### src/rtl/lamp_feedback_monitor_if.sv
// Lamp feedback monitor bus: check request, raw lamp sense and report handshake.
// master = requester/consumer side, slave = monitor side.
interface lamp_feedback_monitor_if;
  logic        start;
  logic [3:0]  cmd_num;
  logic [15:0] sense;
  logic        busy;
  logic        rpt_valid;
  logic        rpt_ready;
  logic [4:0]  sensed_num;
  logic        match;
  logic        timeout;
  logic [15:0] fault_map;

  modport master (
    output start, cmd_num, sense, rpt_ready,
    input  busy, rpt_valid, sensed_num, match, timeout, fault_map
  );

  modport slave (
    input  start, cmd_num, sense, rpt_ready,
    output busy, rpt_valid, sensed_num, match, timeout, fault_map
  );
endinterface

### src/rtl/lamp_feedback_monitor.sv
// Lamp feedback monitor: on start, waits for the lamps to settle, debounces the
// raw sense word, counts lit lamps serially and reports against the commanded
// thermometer pattern.
// Optional feature macro: LAMP_FAULT_MAP_EN (per-lamp mismatch bitmap).
module lamp_feedback_monitor #(
  parameter int SETTLE_CYC = 8,
  parameter int STABLE_CNT = 4,
  parameter int MAX_WAIT   = 64
) (
  input  logic                    clk,
  input  logic                    rst,
  lamp_feedback_monitor_if.slave  mon
);

  localparam logic [2:0] ST_IDLE     = 3'd0;
  localparam logic [2:0] ST_SETTLE   = 3'd1;
  localparam logic [2:0] ST_DEBOUNCE = 3'd2;
  localparam logic [2:0] ST_COUNT    = 3'd3;
  localparam logic [2:0] ST_REPORT   = 3'd4;

  localparam logic [15:0] SETTLE_LAST = 16'(SETTLE_CYC - 1);
  localparam logic [15:0] STABLE_HIT  = 16'(STABLE_CNT);
  localparam logic [15:0] WAIT_LAST   = 16'(MAX_WAIT - 1);

  // Commanded pattern: lamps [n-1:0] on, n=0 means all off.
  function automatic logic [15:0] therm_pattern(input logic [3:0] n);
    therm_pattern = (16'h0001 << n) - 16'h0001;
  endfunction

  logic [2:0]  state_r;
  logic        busy_r;
  logic [3:0]  cmd_r;
  logic [15:0] cyc_cnt_r;
  logic [15:0] stab_r;
  logic [15:0] sample_r;
  logic [15:0] latch_r;
  logic        to_pend_r;
  logic [3:0]  bit_idx_r;
  logic [4:0]  acc_r;
  logic        rpt_valid_r;
  logic [4:0]  sensed_num_r;
  logic        match_r;
  logic        timeout_r;
  logic [15:0] stab_nxt_s;
  logic [15:0] cmd_pat_s;

  // Next stable-run length: first sample or a changed sample restarts the run.
  always_comb begin
    stab_nxt_s = ((stab_r == 16'd0) || (mon.sense != sample_r)) ? 16'd1 : (stab_r + 16'd1);
    cmd_pat_s  = therm_pattern(cmd_r);
  end

  // Check sequencer: settle, debounce, serial popcount, report handshake.
  always_ff @(posedge clk) begin
    if (rst) begin
      state_r      <= ST_IDLE;
      busy_r       <= 1'b0;
      cmd_r        <= 4'd0;
      cyc_cnt_r    <= 16'd0;
      stab_r       <= 16'd0;
      sample_r     <= 16'h0000;
      latch_r      <= 16'h0000;
      to_pend_r    <= 1'b0;
      bit_idx_r    <= 4'd0;
      acc_r        <= 5'd0;
      rpt_valid_r  <= 1'b0;
      sensed_num_r <= 5'd0;
      match_r      <= 1'b0;
      timeout_r    <= 1'b0;
    end else begin
      case (state_r)
        ST_IDLE: begin
          if (mon.start) begin
            cmd_r     <= mon.cmd_num;
            cyc_cnt_r <= 16'd0;
            busy_r    <= 1'b1;
            state_r   <= ST_SETTLE;
          end else begin
            busy_r <= 1'b0;
          end
        end
        ST_SETTLE: begin
          if (cyc_cnt_r == SETTLE_LAST) begin
            cyc_cnt_r <= 16'd0;
            stab_r    <= 16'd0;
            state_r   <= ST_DEBOUNCE;
          end else begin
            cyc_cnt_r <= cyc_cnt_r + 16'd1;
          end
        end
        ST_DEBOUNCE: begin
          sample_r  <= mon.sense;
          stab_r    <= stab_nxt_s;
          cyc_cnt_r <= cyc_cnt_r + 16'd1;
          // A converged sample wins over a simultaneous timeout.
          if (stab_nxt_s == STABLE_HIT) begin
            latch_r   <= mon.sense;
            to_pend_r <= 1'b0;
            bit_idx_r <= 4'd0;
            acc_r     <= 5'd0;
            state_r   <= ST_COUNT;
          end else if (cyc_cnt_r == WAIT_LAST) begin
            latch_r   <= mon.sense;
            to_pend_r <= 1'b1;
            bit_idx_r <= 4'd0;
            acc_r     <= 5'd0;
            state_r   <= ST_COUNT;
          end else begin
            state_r <= ST_DEBOUNCE;
          end
        end
        ST_COUNT: begin
          acc_r     <= acc_r + {4'b0000, latch_r[bit_idx_r]};
          bit_idx_r <= bit_idx_r + 4'd1;
          if (bit_idx_r == 4'd15) begin
            sensed_num_r <= acc_r + {4'b0000, latch_r[bit_idx_r]};
            match_r      <= (latch_r == cmd_pat_s) && !to_pend_r;
            timeout_r    <= to_pend_r;
            rpt_valid_r  <= 1'b1;
            state_r      <= ST_REPORT;
          end else begin
            state_r <= ST_COUNT;
          end
        end
        ST_REPORT: begin
          if (mon.rpt_ready) begin
            rpt_valid_r <= 1'b0;
            busy_r      <= 1'b0;
            state_r     <= ST_IDLE;
          end else begin
            rpt_valid_r <= 1'b1;
          end
        end
        default: begin
          state_r     <= ST_IDLE;
          busy_r      <= 1'b0;
          rpt_valid_r <= 1'b0;
        end
      endcase
    end
  end

`ifdef LAMP_FAULT_MAP_EN
  logic [15:0] fault_map_r;

  // Per-lamp mismatch bitmap, captured together with the report.
  always_ff @(posedge clk) begin
    if (rst) begin
      fault_map_r <= 16'h0000;
    end else if ((state_r == ST_COUNT) && (bit_idx_r == 4'd15)) begin
      fault_map_r <= latch_r ^ cmd_pat_s;
    end else begin
      fault_map_r <= fault_map_r;
    end
  end

  assign mon.fault_map = fault_map_r;
`else
  assign mon.fault_map = 16'h0000;
`endif

  assign mon.busy       = busy_r;
  assign mon.rpt_valid  = rpt_valid_r;
  assign mon.sensed_num = sensed_num_r;
  assign mon.match      = match_r;
  assign mon.timeout    = timeout_r;

endmodule

### src/flat_wrapper.sv
// flat-port wrapper written by rule: the top's interface ports become plain ports
module lamp_feedback_monitor_flat 
#(
  parameter int SETTLE_CYC = 8,
  parameter int STABLE_CNT = 4,
  parameter int MAX_WAIT   = 64
)
  (clk, rst, mon_start, mon_cmd_num, mon_sense, mon_rpt_ready, mon_busy, mon_rpt_valid, mon_sensed_num, mon_match, mon_timeout, mon_fault_map);
  lamp_feedback_monitor_if mon_i ();
  input  logic clk;
  input  logic rst;
  input wire logic [$bits(mon_i.start)-1:0] mon_start;
  input wire logic [$bits(mon_i.cmd_num)-1:0] mon_cmd_num;
  input wire logic [$bits(mon_i.sense)-1:0] mon_sense;
  input wire logic [$bits(mon_i.rpt_ready)-1:0] mon_rpt_ready;
  output wire logic [$bits(mon_i.busy)-1:0] mon_busy;
  output wire logic [$bits(mon_i.rpt_valid)-1:0] mon_rpt_valid;
  output wire logic [$bits(mon_i.sensed_num)-1:0] mon_sensed_num;
  output wire logic [$bits(mon_i.match)-1:0] mon_match;
  output wire logic [$bits(mon_i.timeout)-1:0] mon_timeout;
  output wire logic [$bits(mon_i.fault_map)-1:0] mon_fault_map;
  assign mon_i.start = mon_start;
  assign mon_i.cmd_num = mon_cmd_num;
  assign mon_i.sense = mon_sense;
  assign mon_i.rpt_ready = mon_rpt_ready;
  assign mon_busy = mon_i.busy;
  assign mon_rpt_valid = mon_i.rpt_valid;
  assign mon_sensed_num = mon_i.sensed_num;
  assign mon_match = mon_i.match;
  assign mon_timeout = mon_i.timeout;
  assign mon_fault_map = mon_i.fault_map;
  lamp_feedback_monitor #(.SETTLE_CYC(SETTLE_CYC), .STABLE_CNT(STABLE_CNT), .MAX_WAIT(MAX_WAIT)) u_core (.clk(clk), .rst(rst), .mon(mon_i));
endmodule
### config.mk
export PLATFORM = sky130hd
export DESIGN_NAME = lamp_feedback_monitor_flat
export DESIGN_NICKNAME = d
export VERILOG_FILES = /design/src/rtl/lamp_feedback_monitor_if.sv /design/src/rtl/lamp_feedback_monitor.sv /design/src/flat_wrapper.sv
export SDC_FILE = /design/constraint.sdc
export NUM_CORES = 1
export LEC_CHECK = 0
export CAP_MARGIN = 20
export CORE_MARGIN = 1.5
export CORE_UTILIZATION = 50
export CTS_BUF_LIST = sky130_fd_sc_hd__clkbuf_2
export CTS_CLUSTER_SIZE = 25
export DETAILED_ROUTE_END_ITERATION = 10
export DONT_BUFFER_PORTS = 1
export SKIP_LAST_GASP = 1
export SLEW_MARGIN = 10
export SYNTH_ARGS = -nofsm -noshare
export SYNTH_HDL_FRONTEND = slang
export SYNTH_SLANG_ARGS = --single-unit
### constraint.sdc
create_clock -name clk -period 3.3 [get_ports clk]
set_input_delay 0.165 -clock clk [delete_from_list [all_inputs] [get_ports clk]]
set_output_delay 0.165 -clock clk [all_outputs]
set_load 0.02 [all_outputs]
==> summary by stage, run 1 <==
Min path
The worst hold path belongs to the class in -> reg.

Setup path
Data arrives at the worst endpoint at 3450 ps. In this run the worst setup path terminates at u_core.latch_r[15]. The worst setup path is launched from a flop. The largest single stage delay on the critical path is 530 ps. The number of buffers and inverters on the critical path is 1. Data on the critical path is required at its endpoint by 3870 ps. The cell with the largest stage delay on the worst path is dfxtp_1.

The launching instance or port of the critical path is u_core.stab_r[0]. The launch point of the worst reg-to-reg path is u_core.stab_r[0]. STA classifies the critical path endpoint as a flop. Walking the worst path, the cells encountered are ha_1, and4_1, and3_1, xnor2_1, a31oi_1, nor4b_4, buf_4, o21ai_0, a21oi_2. The destination of the worst register-to-register timing path is u_core.latch_r[15]. The family with the most delay on the worst path is simple AND/OR/NAND/NOR gates. The number of cells traversed by the worst register-to-register path is 9.

The critical setup path kind is reg -> reg. The critical path depth in cells is 9. Of all nets on the critical path, the largest fanout is 13. In this run the register-to-register setup slack is 420 ps.

Drt
After detailed routing, the number of remaining DRC violations is 0. The first detailed-routing pass took 8 iterations. For this block, the via count after detailed routing is 4,380. The met3 wire length is 408 µm. The count of nets left with antenna violations once routing finished came out at 0. The highest metal layer with signal wires is met4.

In the routed layout, each cell is associated on average with a via count of 5.68. The detailed router's first-iteration violation count is 199. The average wire per standard cell is 15.5 µm.

The met1 wire length is 5450 µm. The total routed wirelength is 12,000 µm. The detailed-routed wire length on met2 is 5970 µm.

Power
The total chip power is 2.05 mW. The worst-case IR drop observed on VDD is 0.000263 V. The leakage power total is 1.89 nW.

For this design the ratio of total power to cell area is 369 nW/µm².

Logic synthesis
The area of the mapped netlist is 5120 µm². Of all cell types, the one taking the most synthesized area is dfxtp_1. The count of synthesis-stage warnings from yosys is 0. Counting every instance in the synthesized netlist gives 627.

The post-synthesis cell type count is 62. After synthesis, the largest area contributor takes up 35.2% of total cell area. For this run, the leading register cell type out of synthesis is dfxtp_1. Sorting the synthesized cells by area gives the leading types as dfxtp_1 (35%), a21oi_1 (5.4%), xnor2_1 (5.1%).

For this run, asynchronously set or reset flops after synthesis account for 0%. Synthesis inferred 90 register bits. The mean instance size in the synthesized netlist is 8.16 µm².

The number of synthesized flops with an enable pin is 0. The share of the Yosys chip area taken by registers is 35.2%.

Clock tree
The level count of the clock H-tree is 3. After clock tree synthesis, the clock-pin slew on the worst setup and hold paths is 280 ps. The root cell of the clock tree is clkbuf_2. The clock latency at the later pin of the worst-skew pair is 600 ps. TritonCTS built the clock tree. In this run the post-CTS setup repair buffer count came out at 0.

The tree built by TritonCTS fans out to 90 sinks. The number of buffers added by the clock tree synthesis step is 9. In this run the deepest clock path goes through 2 buffers.

Place
At the end of routability-driven placement, the weighted congestion stood at 0.824. The count of buffers from port buffering is 0. The post-DP HPWL is 8120 µm.

Global route
The number of global-route vias before repair is 4,110. The first global-routing pass estimated 19,900 µm of wire. The total overflow left after global routing is 0.

The global-route total usage across every layer is 22.5%. The largest net degree at the start of global routing is 71. The number of antenna violations at the first check in global routing was 0.

Final layout
The library cells used most frequently in the layout, excluding fill and tap cells, are dfxtp_1 (90), nor2_1 (69), nand2_1 (55), a21oi_1 (55), xnor2_1 (30). The commonest non-fill, non-tap cell in the layout is dfxtp_1. The fraction of layout instances using a drive strength above 1 is 9.56%. The repair_antennas step left the layout with diodes totalling 0. The number of nets in the finished design is 664.

The area growth from synthesis to layout is 8.53%.

STA
Subtracting the final worst setup slack from the clock period gives 2880 ps. Measured against its own limit, the worst slew margin works out to 38.6%. For this run, the top clock speed supported by timing is 347 MHz. Setup repair after global routing left no endpoint under its margin. At the pin with the least slew margin, the transition time is 919 ps. The total of endpoints with negative setup slack in the final report is 0. Hold is met by 80.8 ps. The hold violation count in the final report is 0. The max-slew violation count is 0. Adding up every negative setup slack in the final design gives 0 ps. Between clock sinks in the finished design, the worst skew comes to 42.2 ps. The post-route fraction of the period consumed by the critical path is 87.3%.

Status
The flow ran to the end, and the final reports show no timing, DRC or antenna violations.

Die
The number of top-level design ports is 49. For this configuration, the core starts out at a cell density of 51.9%. The floorplan has 36 rows.

The floorplan step set the die width to 104 µm. The total core area is 9860 µm². The die is 104 µm tall. The die outline area is 10,900 µm².

Run
The tool flagged a number of max-cap violations equal to 0.
## worst min-delay path by stage
stage | startpoint | depth (start not counted) | slack (ps) | end
3_3_place_gp | rst | 1 | 250 | u_core.stab_r[11]
6_report | rst | 2 | 80 | u_core.cyc_cnt_r[12]
5_1_grt | rst | 2 | 40 | u_core.cyc_cnt_r[15]
4_1_cts | mon_sense[0] | 6 | 6 | u_core.stab_r[4]
3_5_place_dp | rst | 1 | 250 | u_core.stab_r[7]
2_1_floorplan | mon_sense[0] | 2 | 300 | u_core.sample_r[0]
## where the power goes
group / internal, mW / total, mW / leakage (nW) / switching (mW)
clock: 0.333 / 0.742 / 0.0973 / 0.409
sequential: 1.10 / 1.11 / 0.726 / 0.0144
combinational: 0.0828 / 0.196 / 1.07 / 0.113
## layout make-up
cell class	instances	area, µm²
fillers	902	4310
multi-input cells	484	3010
flip-flops and latches	90	1800
repair buffers	39	378
well taps	133	166
clock inverters	7	121
clock buffers	9	45.0
inverters	9	33.8
## cells in the mapped netlist (all sizes together), types with 2 or more instances
| master | count |
|---|---|
| ha | 7 |
| nand2b | 2 |
| o2bb2ai | 2 |
| or4 | 5 |
| buf | 32 |
| clkbuf | 27 |
| and4 | 3 |
| a22oi | 5 |
| xnor2 | 30 |
| or3 | 8 |
| and3 | 9 |
| mux2i | 8 |
| xor2 | 20 |
| nor2 | 69 |
| and2 | 3 |
| nor4 | 5 |
| a21oi | 65 |
| a31oi | 6 |
| nand3 | 38 |
| o2111ai | 3 |
| nor2b | 6 |
| nand4 | 13 |
| nor3 | 16 |
| o211ai | 2 |
| inv | 9 |
| a211oi | 5 |
| o21ai | 43 |
| mux4 | 5 |
| nand4b | 5 |
| a22o | 5 |
| nand2 | 56 |
| a21o | 2 |
| o31ai | 2 |
| dfxtp | 90 |
| nor4b | 5 |
| o22ai | 2 |
## metrics by stage
step,utilization [%],worst slack [ps],instances,instance area [µm²]
2_1_floorplan,-,681,642,5170
3_3_place_gp,51.7,565,728,5100
3_5_place_dp,51.7,465,728,5100
4_1_cts,56.0,427,768,5520
5_1_grt,56.3,240,771,5550
6_report,56.3,420,771,5550
## sequential cells by signal, summed over array words and instances (netlist names)
| name | cells |
|---|---|
| u_core.bit_idx_r | 4 |
| u_core.mon.match | 1 |
| u_core.latch_r | 16 |
| u_core.cmd_r | 4 |
| u_core.state_r | 3 |
| u_core.acc_r | 5 |
| u_core.cyc_cnt_r | 16 |
| u_core.to_pend_r | 1 |
| u_core.mon.timeout | 1 |
| u_core.stab_r | 16 |
| u_core.sample_r | 16 |
| u_core.mon.rpt_valid | 1 |
| u_core.mon.busy | 1 |
| u_core.mon.sensed_num | 5 |
## worst register-to-register path: cells and delay by family, from the launching register on
kind / cells / cell delay, ps
XOR/XNOR: 1 / 130
AND/OR/NAND/NOR: 3 / 1170
AO/OA/AOI/OAI: 3 / 440
adder cells (fa/ha/maj): 1 / 330
flip-flops: 1 / 530
buffers and inverters: 1 / 280
## kinds of logic (layout without fill, tap and decap cells)
| logic type | after synthesis | in the layout | synth area share (%) |
|---|---|---|---|
| adders and majority gates | 7 | 7 | 1.71 |
| muxes | 14 | 14 | 3.99 |
| other | 1 | 16 | 0.0733 |
| buffers and inverters | 68 | 64 | 7.11 |
| and+or+nand+nor | 248 | 248 | 25.5 |
| xor gates and xnor gates | 50 | 50 | 8.56 |
| AOI/OAI and AO/OA | 149 | 149 | 17.9 |
| DFF | 90 | 90 | 35.2 |
## timing repair
action,4_1_cts,5_1_grt
hold buffers,24,3
resized for setup,0,0
hold endpoints to repair,74,2
## metal layers
| metal | GRT usage, % | vias to the layer above |
|---|---|---|
| met3 | 5.70 | 15 |
| met2 | 37.7 | 72 |
| met4 | 5.85 | 0 |
| met1 | 28.8 | 2081 |
| met5 | 0 | - |
| li1 | - | 2212 |
Note: power is estimated with default switching activity, not from simulation.
==> run 2: changes to the inputs <==
--- a/config.mk
+++ b/config.mk
@@ -12,6 +12,7 @@
 export CTS_CLUSTER_SIZE = 25
 export DETAILED_ROUTE_END_ITERATION = 10
 export DONT_BUFFER_PORTS = 1
+export RECOVER_POWER = 100
 export SKIP_LAST_GASP = 1
 export SLEW_MARGIN = 10
 export SYNTH_ARGS = -nofsm -noshare
==> run 2 against run 1 <==
Net effect: maximum frequency decreased by 2.6%; highest routed layer unchanged; cell area decreased by 0.59%; utilization decreased by 0.33 points; first-iteration DRC count increased by 7.5%; hold slack got worse by 10 ps; power increased by 0.21%; via count increased by 0.34%; routed wire length increased by 0.10%; flip-flop and latch count unchanged; sequential power about the same; cell count unchanged; combinational power about the same.
==> summary by stage, run 2 (synthesis results as in run 1) <==
Setup path
For flop-to-flop paths, the worst setup slack is 340 ps. The timing endpoint of the critical path is u_core.latch_r[10]. The critical path depth in cells is 9. The arrival time of data at the critical path endpoint is 3550 ps. The maximum fanout count along the critical path is 13. STA puts the critical path data required time at 3890 ps. The worst setup path is captured at a flop.

For the worst flop-to-flop path, the logic depth is 9. The peak per-stage delay on the critical path is 530 ps. Among all stages on the critical path, the largest delay is contributed by dfxtp_1. STA classifies the critical path startpoint as a flop. Walking the worst path, the cells encountered are ha_1, and4_1, and3_1, xnor2_1, a31oi_1, nor4b_4, clkbuf_2, o21ai_0, a21oi_2. The most critical setup path has its startpoint at u_core.stab_r[0]. The number of buffers and inverters on the critical path is 1. The destination of the worst register-to-register timing path is u_core.latch_r[10].

The critical setup path kind is reg -> reg. The launch point of the worst reg-to-reg path is u_core.stab_r[0]. In this design, the largest share of critical-path delay is due to simple AND/OR/NAND/NOR gates.

Clock tree
TritonCTS created 9 clock buffers. The clock reaches the later pin of the worst-skew pair after 620 ps. The clock drives 90 sinks. The root buffer cell chosen for the clock tree is clkbuf_2.

The number of buffers between clock root and the deepest sink is 2. The TritonCTS clock tree is built. Clock-pin slew was measured on the worst setup and hold paths at 290 ps. The number of gates resized after CTS was 0. The H-tree was split into 3 levels.

Power
Power spread over the standard cell area amounts to 372 nW/µm². The design draws 2.05 mW. The maximum resistive drop on vdd is 0.000261 V.

The leakage power total is 1.86 nW.

Global route
The number of global-route vias before repair is 4,110. The global-route total usage across every layer is 22.5%. The global-route wire length before repair is 19,900 µm.

The largest net degree at the start of global routing is 71. The number of antenna violations at the first check in global routing was 0. Summed over all layers, the global routing overflow is 0.

STA
The actual transition at the worst max-transition pin is 886 ps. The maximum clock skew at final layout is 48.7 ps. The fmax is 338 MHz.

Setup repair after global routing left no endpoint under its margin. The worst pin sits at a relative slew slack of 40.8%. The max-slew violation count was 0. Of the available clock period, the critical path in the final layout requires 89.6%. The hold violation count in the final report is 0. Summed over all failing endpoints, the final setup total negative slack is 0 ps. In the post-route analysis, the smallest setup slack over all paths is 343 ps. The total of endpoints with negative setup slack in the final report is 0. After layout, the minimum clock period comes to 2960 ps.

Die
The initial cell density of the core is 51.9%. After floorplanning, the core was divided into 36 placement rows. The total core area is 9860 µm².

The overall die width is 104 µm. The die outline area is 10,900 µm². The die is 104 µm tall. The number of top-level design ports is 49.

Drt
Once detail routing completed, the nets flagged for antenna violations numbered 0. For this block, the via count after detailed routing is 4,395. The detailed router's first-iteration violation count is 214. The first TritonRoute pass finished after 7 iterations. The number of design rule violations left after detail routing is 0. After detailed routing, the average wire length per cell comes to 15.6 µm.

In the routed layout, each cell is associated on average with a via count of 5.70. After detailed routing, the total wire length is 12,000 µm.

Final layout
The number of antenna diodes in the final layout is 0. Counting the fill cells in the layout gives 909. Leaving out fill and tap cells, the most frequent cells in the layout are dfxtp_1 (90), nor2_1 (69), nand2_1 (56), a21oi_1 (55), o21ai_0 (39).

The library cell used most frequently in the layout, excluding fill and tap cells, is dfxtp_1. Cells with a size suffix above 1 make up 8.31% of the layout. The growth of design area from synthesis to finish is 7.90%. At the end of the flow, the number of nets in the layout was 664. After the flow finishes, the layout carries non-filler instances totaling 771.

Place
After legalization and detailed placement, the total HPWL measured 8120 µm. The number of placed instances, taps included, is 728. The pre-CTS worst setup slack is 465 ps. The count of buffers from port buffering is 0. The congestion estimate from routability-driven global placement came to 0.824.

Min path
The min-delay analysis places its worst path in the category in -> reg.

Run
Max-cap violations in this run came to 0.

Status
The run finished with clean final reports.
## run 2: cell types whose count changed in the layout (fill, tap and decap cells not counted), moves of 6 or more
| cell | delta |
|---|---|
| o21ai_1 | -11 |
| buf_4 | -7 |
| clkbuf_1 | +6 |
| o21ai_0 | +11 |
## run 2: what timing repair did
action                                 CTS  global route
buffers inserted                         0             0
endpoints found under the hold margin   74             2
hold buffers                            24             3
## run 2: metal layers
metal  track usage (%)  vias up  wire length (µm)
met5                 0        -                 0
met1              28.8     2087              5440
met3              5.70       15               506
met2              37.7       84              5890
li1                  -     2209                 -
met4              5.85        0               163
## run 2: layout make-up
type,instances,area [µm²],share of cell area [%]
Timing Repair Buffer,39,353,6.39
Clock buffer,9,45.0,0.816
Clock inverter,7,121,2.20
Multi-Input combinational cell,484,3000,54.3
Sequential cell,90,1800,32.6
Tap cell,133,166,3.01
Inverter,9,33.8,0.612
## run 2: power breakdown
part	internal (mW)	switching (mW)
logic	0.0819	0.113
registers	1.10	0.0144
clock network	0.333	0.414
## run 2: worst min path at each step
stage / slack (ps) / from / depth (start not counted) / endpoint
floorplan: 300 / mon_sense[0] / 2 / u_core.sample_r[0]
global placement: 250 / rst / 1 / u_core.stab_r[11]
detailed placement: 250 / rst / 1 / u_core.stab_r[7]
CTS: 6 / mon_sense[0] / 6 / u_core.stab_r[4]
global route: 40 / rst / 2 / u_core.cyc_cnt_r[15]
finish: 70 / rst / 2 / u_core.cyc_cnt_r[12]
## run 2: stage by stage
stage	utilization, %	cell area (µm²)	hold WS (ps)
after global routing	56.0	5520	44.7
after detailed placement	51.7	5100	251
after global placement	51.7	5100	248
after floorplan	-	5170	301
after CTS	56.0	5520	6.38
final	56.0	5520	70.3
